==> src/rtl/pdp8_lpt.sv <==
// pdp8_lpt: LP08-style line-printer IOT device (code 66) with a character FIFO and strobe/ack printer handshake.
// Define LPT_IRQ_ENABLE_EN to add the interrupt-enable register (set by 6665) and drive io_interrupt.
module pdp8_lpt #(
    parameter logic [5:0]  DEV        = 6'o66,
    parameter logic [3:0]  EXEC_STATE = 4'd1,
    parameter int unsigned DEPTH      = 4
) (
    input  logic        clk,
    input  logic        reset,
    input  logic        iot,
    input  logic [3:0]  state,
    input  logic [11:0] mb,
    input  logic [11:0] io_data_in,
    input  logic [5:0]  io_select,
    output logic        io_selected,
    output logic [11:0] io_data_out,
    output logic        io_data_avail,
    output logic        io_interrupt,
    output logic        io_skip,
    output logic [6:0]  lp_data,
    output logic        lp_strobe,
    input  logic        lp_ack,
    output logic        lp_overrun
);
    localparam int unsigned AW       = $clog2(DEPTH);
    localparam logic [AW:0] FULL_CNT = (AW+1)'(DEPTH);

    typedef enum logic [1:0] {ST_IDLE, ST_STROBE, ST_RELEASE} lp_state_t;

    lp_state_t     lp_state, lp_state_nxt;
    logic [6:0]    mem [DEPTH];
    logic [AW-1:0] wr_ptr, rd_ptr;
    logic [AW:0]   count;
    logic          ack_meta, ack_s;
    logic          exec, ready, ie_op;
    logic          push_req, push_ok, pop, ovr_set, ovr_clr;
    logic [6:0]    lp_data_nxt;
    logic          lp_strobe_nxt;
    logic          unused_bits;

    assign unused_bits   = ^{mb[11:3], io_data_in[11:7]};

    // Gating io_selected with reset forces every IOT-derived output low during reset.
    assign io_selected   = reset & iot & (io_select == DEV);
    assign exec          = io_selected & (state == EXEC_STATE);
    assign ready         = count < FULL_CNT;
    assign io_skip       = exec & mb[0] & ready & ~ie_op;
    assign push_req      = exec & mb[2] & ~ie_op;
    assign ovr_clr       = exec & mb[1];
    assign push_ok       = push_req & (ready | pop);
    assign ovr_set       = push_req & ~ready & ~pop;
    assign io_data_out   = '0;
    assign io_data_avail = 1'b0;

`ifdef LPT_IRQ_ENABLE_EN
    logic ie;

    assign ie_op        = exec & mb[0] & mb[2];
    assign io_interrupt = reset & ie & ready & ((count != '0) || (lp_state == ST_IDLE));

    always_ff @(posedge clk) begin
        if (!reset) begin
            ie <= 1'b0;
        end else if (ie_op) begin
            ie <= io_data_in[0];
        end
    end
`else
    assign ie_op        = 1'b0;
    assign io_interrupt = 1'b0;
`endif

    always_comb begin
        lp_state_nxt  = lp_state;
        lp_data_nxt   = lp_data;
        lp_strobe_nxt = lp_strobe;
        pop           = 1'b0;
        case (lp_state)
            ST_IDLE: begin
                if ((count != '0) && !ack_s) begin
                    lp_data_nxt   = mem[rd_ptr];
                    lp_strobe_nxt = 1'b1;
                    lp_state_nxt  = ST_STROBE;
                end
            end
            ST_STROBE: begin
                if (ack_s) begin
                    pop           = 1'b1;
                    lp_strobe_nxt = 1'b0;
                    lp_state_nxt  = ST_RELEASE;
                end
            end
            ST_RELEASE: begin
                if (!ack_s) begin
                    lp_state_nxt = ST_IDLE;
                end
            end
            default: lp_state_nxt = ST_IDLE;
        endcase
    end

    always_ff @(posedge clk) begin
        if (!reset) begin
            lp_state   <= ST_IDLE;
            lp_data    <= '0;
            lp_strobe  <= 1'b0;
            ack_meta   <= 1'b0;
            ack_s      <= 1'b0;
            wr_ptr     <= '0;
            rd_ptr     <= '0;
            count      <= '0;
            lp_overrun <= 1'b0;
        end else begin
            lp_state  <= lp_state_nxt;
            lp_data   <= lp_data_nxt;
            lp_strobe <= lp_strobe_nxt;
            ack_meta  <= lp_ack;
            ack_s     <= ack_meta;
            if (push_ok) begin
                wr_ptr <= wr_ptr + AW'(1);
            end
            if (pop) begin
                rd_ptr <= rd_ptr + AW'(1);
            end
            if (push_ok && !pop) begin
                count <= count + (AW+1)'(1);
            end else if (pop && !push_ok) begin
                count <= count - (AW+1)'(1);
            end
            if (ovr_set) begin
                lp_overrun <= 1'b1;
            end else if (ovr_clr) begin
                lp_overrun <= 1'b0;
            end
        end
    end

    // The head is already copied into lp_data, so a full-FIFO push may reuse the slot being popped.
    always_ff @(posedge clk) begin
        if (push_ok) begin
            mem[wr_ptr] <= io_data_in[6:0];
        end
    end

endmodule

==> config.mk <==
export PLATFORM = sky130hd
export DESIGN_NAME = pdp8_lpt
export DESIGN_NICKNAME = d
export VERILOG_FILES = /design/src/rtl/pdp8_lpt.sv
export SDC_FILE = /design/constraint.sdc
export NUM_CORES = 1
export LEC_CHECK = 0
export CORE_ASPECT_RATIO = 1.4
export CORE_MARGIN = 4
export CORE_UTILIZATION = 40
export DETAILED_ROUTE_END_ITERATION = 8
export HOLD_SLACK_MARGIN = 0.12
export PLACE_DENSITY = 0.72
export SLEW_MARGIN = 20
export SYNTH_ARGS = -nofsm -noshare
export SYNTH_HDL_FRONTEND = slang
export SYNTH_SLANG_ARGS = --single-unit
export TNS_END_PERCENT = 10
==> constraint.sdc <==
create_clock -name clk -period 3.1 [get_ports clk]
set_input_delay 0.62 -clock clk [delete_from_list [all_inputs] [get_ports clk]]
set_output_delay 0.62 -clock clk [all_outputs]
set_load 0.01 [all_outputs]
==> out/qor.csv, run 1 <==
metric,value,unit
largest net degree at the start of global routing,24,
# DRC,0,
skew final,0.00639,ns
leakage power,0.924,nW
# nets final,228,
core area,4950,µm²
Multi-input gate area,738,µm²
"Seq/Total Area, Yosys",59.7,%
routed vias/inst,4.73,
Avg Synthesized Cell Area,14.3,µm²
Tmin final,2.93,ns
GR Overflow Total,0,
Initial Util,41.9,%
Die Y-Extent,93.3,µm
initial DRC count,38,
share of cells above drive strength 1,11.9,%
Yosys top cell area share,40.5,%
async set-reset flop share out of synthesis,0,%
final wirelength,3680,µm
"Setup violations, final",0,
#FFs+latches synth,48,
CP Max Fanout,2,
most common cell in the netlist,edfxtp_1,
YS warnings,0,
Final GP Congestion,0.728,
vias in the first global route,1211,
Crit. End Element,register,
status,completed,
Synth Flop Type,edfxtp_1,
worst hold path depth,1,
R2R depth,9,
Num CTS Buffers,5,
hold slack,0.447,ns
global-route wire length before repair,6110,µm
H-tree levels,2,
Wirelength per Cell,14.8,µm
worst-skew pair later-pin latency,0.29,ns
First-pass DRT Iterations,4,
std cell rows,30,
IO Pins,63,
Synth area leaders,"edfxtp_1 40%, dfxtp_1 19%, mux4_2 7.6%, buf_4 5.1%, mux2i_1 4.8%",
storage element area,1240,µm²
Peak VDD IR,0.240,mV
DP HPWL,2820,µm
Critical R2R Launch,lp_state[0],
"Clk pin slew, worst setup/hold paths",0.09,ns
Fmax,341,MHz
worst r2r dst,count[2],
worst relative slew slack,54.8,%
IO buf count,34,
Final Hold Vio Count,0,
setup TNS,0,ns
Worst Max-Slew Pin Slew,0.672,ns
RSZ-0062 raised after global routing,false,
Worst Setup Start Kind,primary input,
Layout area overhead,25.2,%
hold_sp,ack_meta,
pwr/cell area,511,nW/µm²
Die X,68.9,µm
Critical Path AT,3.16,ns
Yosys cell types,34,
Final Max Slew Viols,0,
Antenna Violating Nets Remaining,0,
most frequent cells after synthesis,"28 x edfxtp_1, 20 x dfxtp_1, 14 x buf_4",
Hold Crit Class,reg2reg,
Final Cycle Share,94.7,%
ant diodes,0,
Mapped Cells,145,
CTS sink cnt,48,
max cap viols,0,
Clock Tree Root,clkbuf_8,
DR vias,1179,
CTS tree,built,
fill count,420,
post-synthesis cell area,2080,µm²
r2r setup slk,0.73,ns
CP Class,in2reg,
Die ar.,6430,µm²
Post-synth EDFFs,28,
initial antenna violation count,0,
Worst Path Required,3.32,ns
largest area contributor in the netlist,edfxtp_1,
Hold EP,ack_s,
All-Layer GR Usage,13.0,%
clk buf depth,2,
critical path, cell delays in order:
cell and delay (ns):
clkdlybuf4s50_1 0.40, or4b_4 0.54, nor3_4 0.14, and3_1 0.21, ha_1 0.18, inv_1 0.06
fa_1 0.38, xor2_1 0.17, or3_1 0.30, a21boi_0 0.16
worst max-delay path by stage:
stage / from / endpoint / slack [ns]
floorplan: state[1] / count[2] / 0.27
global placement: state[1] / count[2] / -0.07
detailed placement: state[1] / count[2] / -0.13
CTS: state[1] / count[2] / 0.16
global route: state[1] / count[2] / 0.08
finish: state[1] / count[2] / 0.17
metal layers:
layer	up-vias	part of all wire (%)	GRT usage (%)
met1	587	40	15.2
met5	-	0	0
met3	6	4.0	3.73
li1	566	-	-
met4	0	1.5	4.39
met2	20	54	22.1
state kept, by name (all words and copies together), names as in the netlist:
register    cells
wr_ptr          2
lp_state        2
lp_overrun      1
ack_s           1
mem            28
lp_strobe       1
rd_ptr          2
lp_data         7
count           3
ack_meta        1
through the flow:
step,setup WS (ns),instance area [µm²],power (W),utilization [%],instances
2_1_floorplan,0.270,2130,0.000718,-,158
3_3_place_gp,-0.0654,2440,0.000738,49.3,241
3_5_place_dp,-0.133,2440,0.000740,49.3,241
4_1_cts,0.163,2600,0.00135,52.5,249
5_1_grt,0.0840,2600,0.00138,52.5,249
6_report,0.165,2600,0.00133,52.5,249
kinds of logic after synthesis:
family	after synthesis	synth area share (%)
mux	17	12.4
flops	48	59.7
compound gates	4	1.32
fa+ha+maj	6	3.97
xor+xnor	5	2.11
other cells	1	0.180
buf+inv	23	7.10
simple gates	41	13.2
final cells by class:
type	instances	share of cell area (%)
Clock inverter	3	3.46
Sequential cell	48	47.7
Multi-Input combinational cell	87	28.4
Inverter	4	0.577
Clock buffer	5	2.64
Tap cell	64	3.08
Timing Repair Buffer	38	14.2
cells in the final DEF, fill, tap and decap left out, types with 2 or more instances in the layout:
cell type         n
and2_1            9
and3_1            2
buf_4             4
bufinv_16         3
clkbuf_8          5
clkdlybuf4s50_1  33
conb_1           14
dfxtp_1          20
edfxtp_1         28
ha_1              5
inv_1             4
mux2i_1          10
mux4_2            7
nand2_1           7
nand4b_1          2
nor2_1            3
nor2b_1           9
xnor2_1           2
xor2_1            3
what timing repair did:
action                     in CTS  in global routing
resized for setup               1                  0
hold buffers                    0                  0
setup buffers                   0                  0
setup endpoints to repair       1                  0
hold endpoints to repair        0                  0
report_power, final:
group	leakage (nW)	internal (W)	switching [W]
clock	0.0784	0.000403	0.000202
sequential	0.413	0.000673	0.000000971
combinational	0.433	0.0000305	0.0000213
Note: power is estimated with default switching activity, not from simulation.
==> inputs of run 2 (changes only) <==
Settings changed: CAP_MARGIN from default to 20.
==> results of run 2 <==
Same layout as run 1: the final DEF is identical, and so are final timing and power.
==> patch 1, RTL diff (config.mk and constraints of run 2) <==
`lp_data` no longer has a reset.
--- a/src/rtl/pdp8_lpt.sv
+++ b/src/rtl/pdp8_lpt.sv
@@ -103,5 +103,4 @@
         if (!reset) begin
             lp_state   <= ST_IDLE;
-            lp_data    <= '0;
             lp_strobe  <= 1'b0;
             ack_meta   <= 1'b0;
@@ -113,5 +112,4 @@
         end else begin
             lp_state  <= lp_state_nxt;
-            lp_data   <= lp_data_nxt;
             lp_strobe <= lp_strobe_nxt;
             ack_meta  <= lp_ack;
@@ -136,4 +134,8 @@
     end
 
+    always_ff @(posedge clk) begin
+        lp_data <= lp_data_nxt;
+    end
+
     // The head is already copied into lp_data, so a full-FIFO push may reuse the slot being popped.
     always_ff @(posedge clk) begin
Check against the original RTL: differs if reset is asserted again (counterexample within 4 cycles, from zero or initial values and one cycle with reset low); with reset held inactive, the same outputs for 10 cycles.
==> patch 1 against run 2 <==
Total power shrank 6.4%. Sequential cell count is the same. Final area shrank 3.3%. Synthesized area shrank 3.4%. Worst setup slack gained 18 ps. Fmax grew 0.61%. Sequential power grew 2%. Hold slack lost 8.0 ps. Wire length shrank 13%.
==> patch 1: results (changes against run 2) <==
metric,value,unit,change
status,finished clean,,
largest net degree at the start of global routing,16,,-33%
Hold Path Class,flop to flop,,
via count of the first global-routing pass,1180,,-2.6%
Worst VDD drop,0.000245,V,+2.0%
Yosys cell types,32,,-5.9%
slew margin rel.,63.2,%,+8.4 points
ranking of synthesized cells by area,"edfxtp_1, dfxtp_1, mux4_2, buf_4, ha_1",,
Static Leak,0.000908,uW,-1.8%
Post-synth top cells,"edfxtp_1, buf_4, dfxtp_1",,
global-route met1 utilization,13.3,%,-1.9 points
HPWL after DPL,2510,um,-11%
Starting Density,41.4,%,-0.50 points
Post-synth EDFFs,35,,+25%
layout cells sized above 1,12.8,%,+0.90 points
fin nets,215,,-5.7%
total track usage,11.6,%,-1.4 points
DR iter-0 viols,15,,-61%
met3 global-route usage,3.92,%,+0.20 points
vias per inst,4.63,,-2.2%
switch share,16.8,%,-0.019 points
met2 global-route usage,20.2,%,-1.9 points
GP Congestion,0.746,,+2.4%
Routed Antenna Nets,0,,unchanged
pre-CTS setup slack,-108,ps,+24.9 ps
Fin Clk Skew,7.35,ps,+0.952 ps
post-synthesis sequential area ratio,65.3,%,+5.6 points
[patch 1: power by group through the flow]
stage | Sequential (uW) | Clock [uW] | Combinational (uW)
2_1_floorplan | 702 | 0 | 26.3
3_3_place_gp | 701 | 0 | 46.2
3_5_place_dp | 702 | 0 | 48.3
5_1_grt | 687 | 554 | 52.9
6_report | 687 | 511 | 48.6
4_1_cts | 687 | 522 | 48.4
[patch 1: metrics by stage]
| step | std cells | hold slack (ps) | TNS [ps] |
|---|---|---|---|
| 6_report | 236 | 439 | 0 |
| 5_1_grt | 236 | 481 | 0 |
| 4_1_cts | 236 | 441 | 0 |
| 3_5_place_dp | 228 | 424 | -161 |
| 3_3_place_gp | 228 | 426 | -114 |
| 2_1_floorplan | 143 | 412 | 0 |
[patch 1: cell type report]
type                       count  area [um^2]  area share, %
multi-input combinational     71          593           23.6
clock buffer                   6         72.6           2.88
timing repair buffer          39          377           15.0
inverter                       6         22.5          0.895
clock inverter                 2         60.1           2.39
tap                           64         80.1           3.18
sequential                    48         1310           52.1
[patch 1: metal layers]
metal / wire, um / up-vias
li1: - / 524
met1: 1200 / 526
met2: 1760 / 40
met3: 212 / 3
met4: 29 / 0
met5: 0 / -
[patch 1: final timing paths]
path                from  endpoint  slack, ps
max             state[1]  count[2]        180
min             ack_meta     ack_s        440
max reg2reg  lp_state[1]  count[2]        870
min reg2reg     ack_meta     ack_s        440
[patch 1: worst reg2reg max path: cells and delay by family, from the launching register on]
| family | cells | cell delay (ps) |
|---|---|---|
| flip-flops | 1 | 340 |
| buffers and inverters | 1 | 50 |
| AO/OA/AOI/OAI | 1 | 160 |
| AND/OR/NAND/NOR | 4 | 910 |
| adder cells (fa/ha/maj) | 2 | 540 |
| XOR/XNOR | 1 | 160 |
[patch 1: logic make-up after synthesis]
group | count (synthesis) | share of synthesized area, %
mux | 10 | 9.35
compound gates | 6 | 2.06
fa+ha+maj | 6 | 4.11
xor+xnor | 5 | 2.18
flops | 48 | 65.3
other cells | 1 | 0.187
buf+inv | 24 | 7.54
simple gates | 30 | 9.23
==> patch 2, RTL diff (flow settings as in run 2) <==
Made on the original files. Change the parameter `DEV` from 6'o66 to 32.
--- a/src/rtl/pdp8_lpt.sv
+++ b/src/rtl/pdp8_lpt.sv
@@ -2,5 +2,5 @@
 // Define LPT_IRQ_ENABLE_EN to add the interrupt-enable register (set by 6665) and drive io_interrupt.
 module pdp8_lpt #(
-    parameter logic [5:0]  DEV        = 6'o66,
+    parameter logic [5:0]  DEV        = 32,
     parameter logic [3:0]  EXEC_STATE = 4'd1,
     parameter int unsigned DEPTH      = 4
Behaviour: not the same (Yosys sat finds a counterexample within 4 cycles, from zero or initial values and one cycle with reset low).
==> patch 2 against run 2 <==
Worst setup slack got worse by 150 ps. Synthesized area up 0.36%. Clock power down 30%. Clock skew increased by 5.6 ps. Core utilization shrank 0.33 points. Die area up 0.33%. Non-clock buffer count increased by 1. Total power is 14% lower. Sequential cell count unchanged. Cell count up 0.80%. Final area decreased by 0.63%. Critical path depth unchanged. Sequential share of layout area up 0.30 points. Wire length decreased by 1.4%. Highest routed layer unchanged.
==> patch 2: results (changes against run 2) <==
metric,value,unit,change
status,finished clean,,
post-synthesis mux area share,12.4,%,-0.045 points
wire length of the first global-routing pass,5910,um,-3.4%
DR iter-0 viols,79,,+110%
ranking of synthesized cells by area,"edfxtp_1, dfxtp_1, mux4_2, buf_4, mux2i_1",,
Worst EP arrival,3310,ps,+150 ps
slew margin rel.,53.2,%,-1.7 points
fin nets,230,,+0.88%
total track usage,11.7,%,-1.3 points
TritonRoute pass-1 iters,4,,unchanged
ClkCell Share,4.11,%,-2.0 points
switch share,18.3,%,+1.5 points
post-synthesis sequential area ratio,59.5,%,-0.21 points
Fin Clk Skew,12.0,ps,+5.58 ps
slowest library cell on the worst path,or4b_4,,
Placed Area,2440,um^2,-0.26%
area of the multi-input gates,771,um^2,+4.4%
CP max FO,3,,+1
Seq/total area,48.0,%,+0.30 points
Mapped Cells,146,,+0.69%
Synth Area in Compound Gates,1.32,%,-0.0048 points
initial antenna violation count,0,,unchanged
Static Leak,0.000901,uW,-2.6%
DP Cell Count,240,,-0.41%
pre-CTS setup slack,-429,ps,-296 ps
clock root cell,clkbuf_8,,
"Buffers, non-clock",39,,+2.6%
Buffers on Ports,34,,unchanged
HPWL after DPL,2830,um,about the same
Slowest Stage Delay on Critical Path,550,ps,
FF/Latch Area,1240,um^2,unchanged
Multi-In Gates,88,,+1.1%
# clock sinks,48,,unchanged
adder-cell area share of the yosys netlist,3.96,%,-0.014 points
Hold Path Class,flop to flop,,
layout cells sized above 1,14.4,%,+2.5 points
GP Congestion,0.692,,-5.0%
Ys Warns,0,,unchanged
Yosys cell types,33,,-2.9%
Synth Area in XOR/XNOR,2.10,%,-0.0076 points
wire per inst,14.5,um,-2.1%
clk slew on worst S/H paths,80,ps,
Worst VDD drop,0.000233,V,-2.9%
Signal buf overhead,14.4,%,+0.23 points
via count of the first global-routing pass,1234,,+1.9%
largest net degree at the start of global routing,24,,unchanged
Row Count,30,,unchanged
Post-synth ARST share,0,%,unchanged
inverters,4,,unchanged
# diodes,0,,unchanged
DRT Wirelength,3630,um,-1.4%
Post-synth EDFFs,28,,unchanged
vias per inst,4.67,,-1.3%
Fillers,413,,-1.7%
==> patch 2: cell count changes in the layout (fill, tap and decap cells not counted), sizes merged <==
cell / run 2 / this run
buf: 4 / 5
bufinv: 3 / 1
clkbuf: 5 / 6
clkinv: 0 / 2
dlygate4sd2: 1 / 0
nand2: 7 / 8
nand4b: 2 / 0
nor2: 3 / 2
nor4: 2 / 3
or2: 0 / 1
or4b: 1 / 2
==> patch 2: power groups by stage <==
| stage | Combinational (uW) | Sequential, uW | Clock, uW |
|---|---|---|---|
| 3_3_place_gp | 50.3 | 689 | 0 |
| 5_1_grt | 57.5 | 675 | 459 |
| 6_report | 53.5 | 675 | 422 |
| 3_5_place_dp | 51.9 | 689 | 0 |
| 2_1_floorplan | 29.9 | 689 | 0 |
| 4_1_cts | 52.8 | 674 | 434 |
==> patch 2: path summary, 6_finish.rpt <==
check,startpoint,endpoint,slack [ps],cells past startpoint
max,io_select[4],count[2],20,10
min,ack_meta,ack_s,440,1
max reg2reg,lp_state[0],count[2],780,9
min reg2reg,ack_meta,ack_s,440,1
==> patch 2: per-layer routing <==
layer  GRT usage (%)  wire, um
met5               0         0
met1            12.2      1350
met4            4.40        62
met2            22.3      2100
met3            3.01       128
==> patch 2: critical path, delay by kind of cell <==
family,cells,cell delay (ps)
buffers and inverters,2,450
adders and majority gates,2,470
AOI/OAI and AO/OA,1,120
xor gates and xnor gates,1,150
and+or+nand+nor,4,1500
==> patch 2: timing repair <==
action / 4_1_cts / 5_1_grt
setup endpoints to repair: 2 / 1
buffers inserted: 0 / 3
pin swaps: 1 / 6
resized for setup: 3 / 6
gates cloned: 0 / 0
==> patch 2: logic make-up after synthesis <==
group | Yosys count
compound gates | 4
simple gates | 42
mux | 17
buf+inv | 23
fa+ha+maj | 6
flops | 48
xor+xnor | 5
other cells | 1
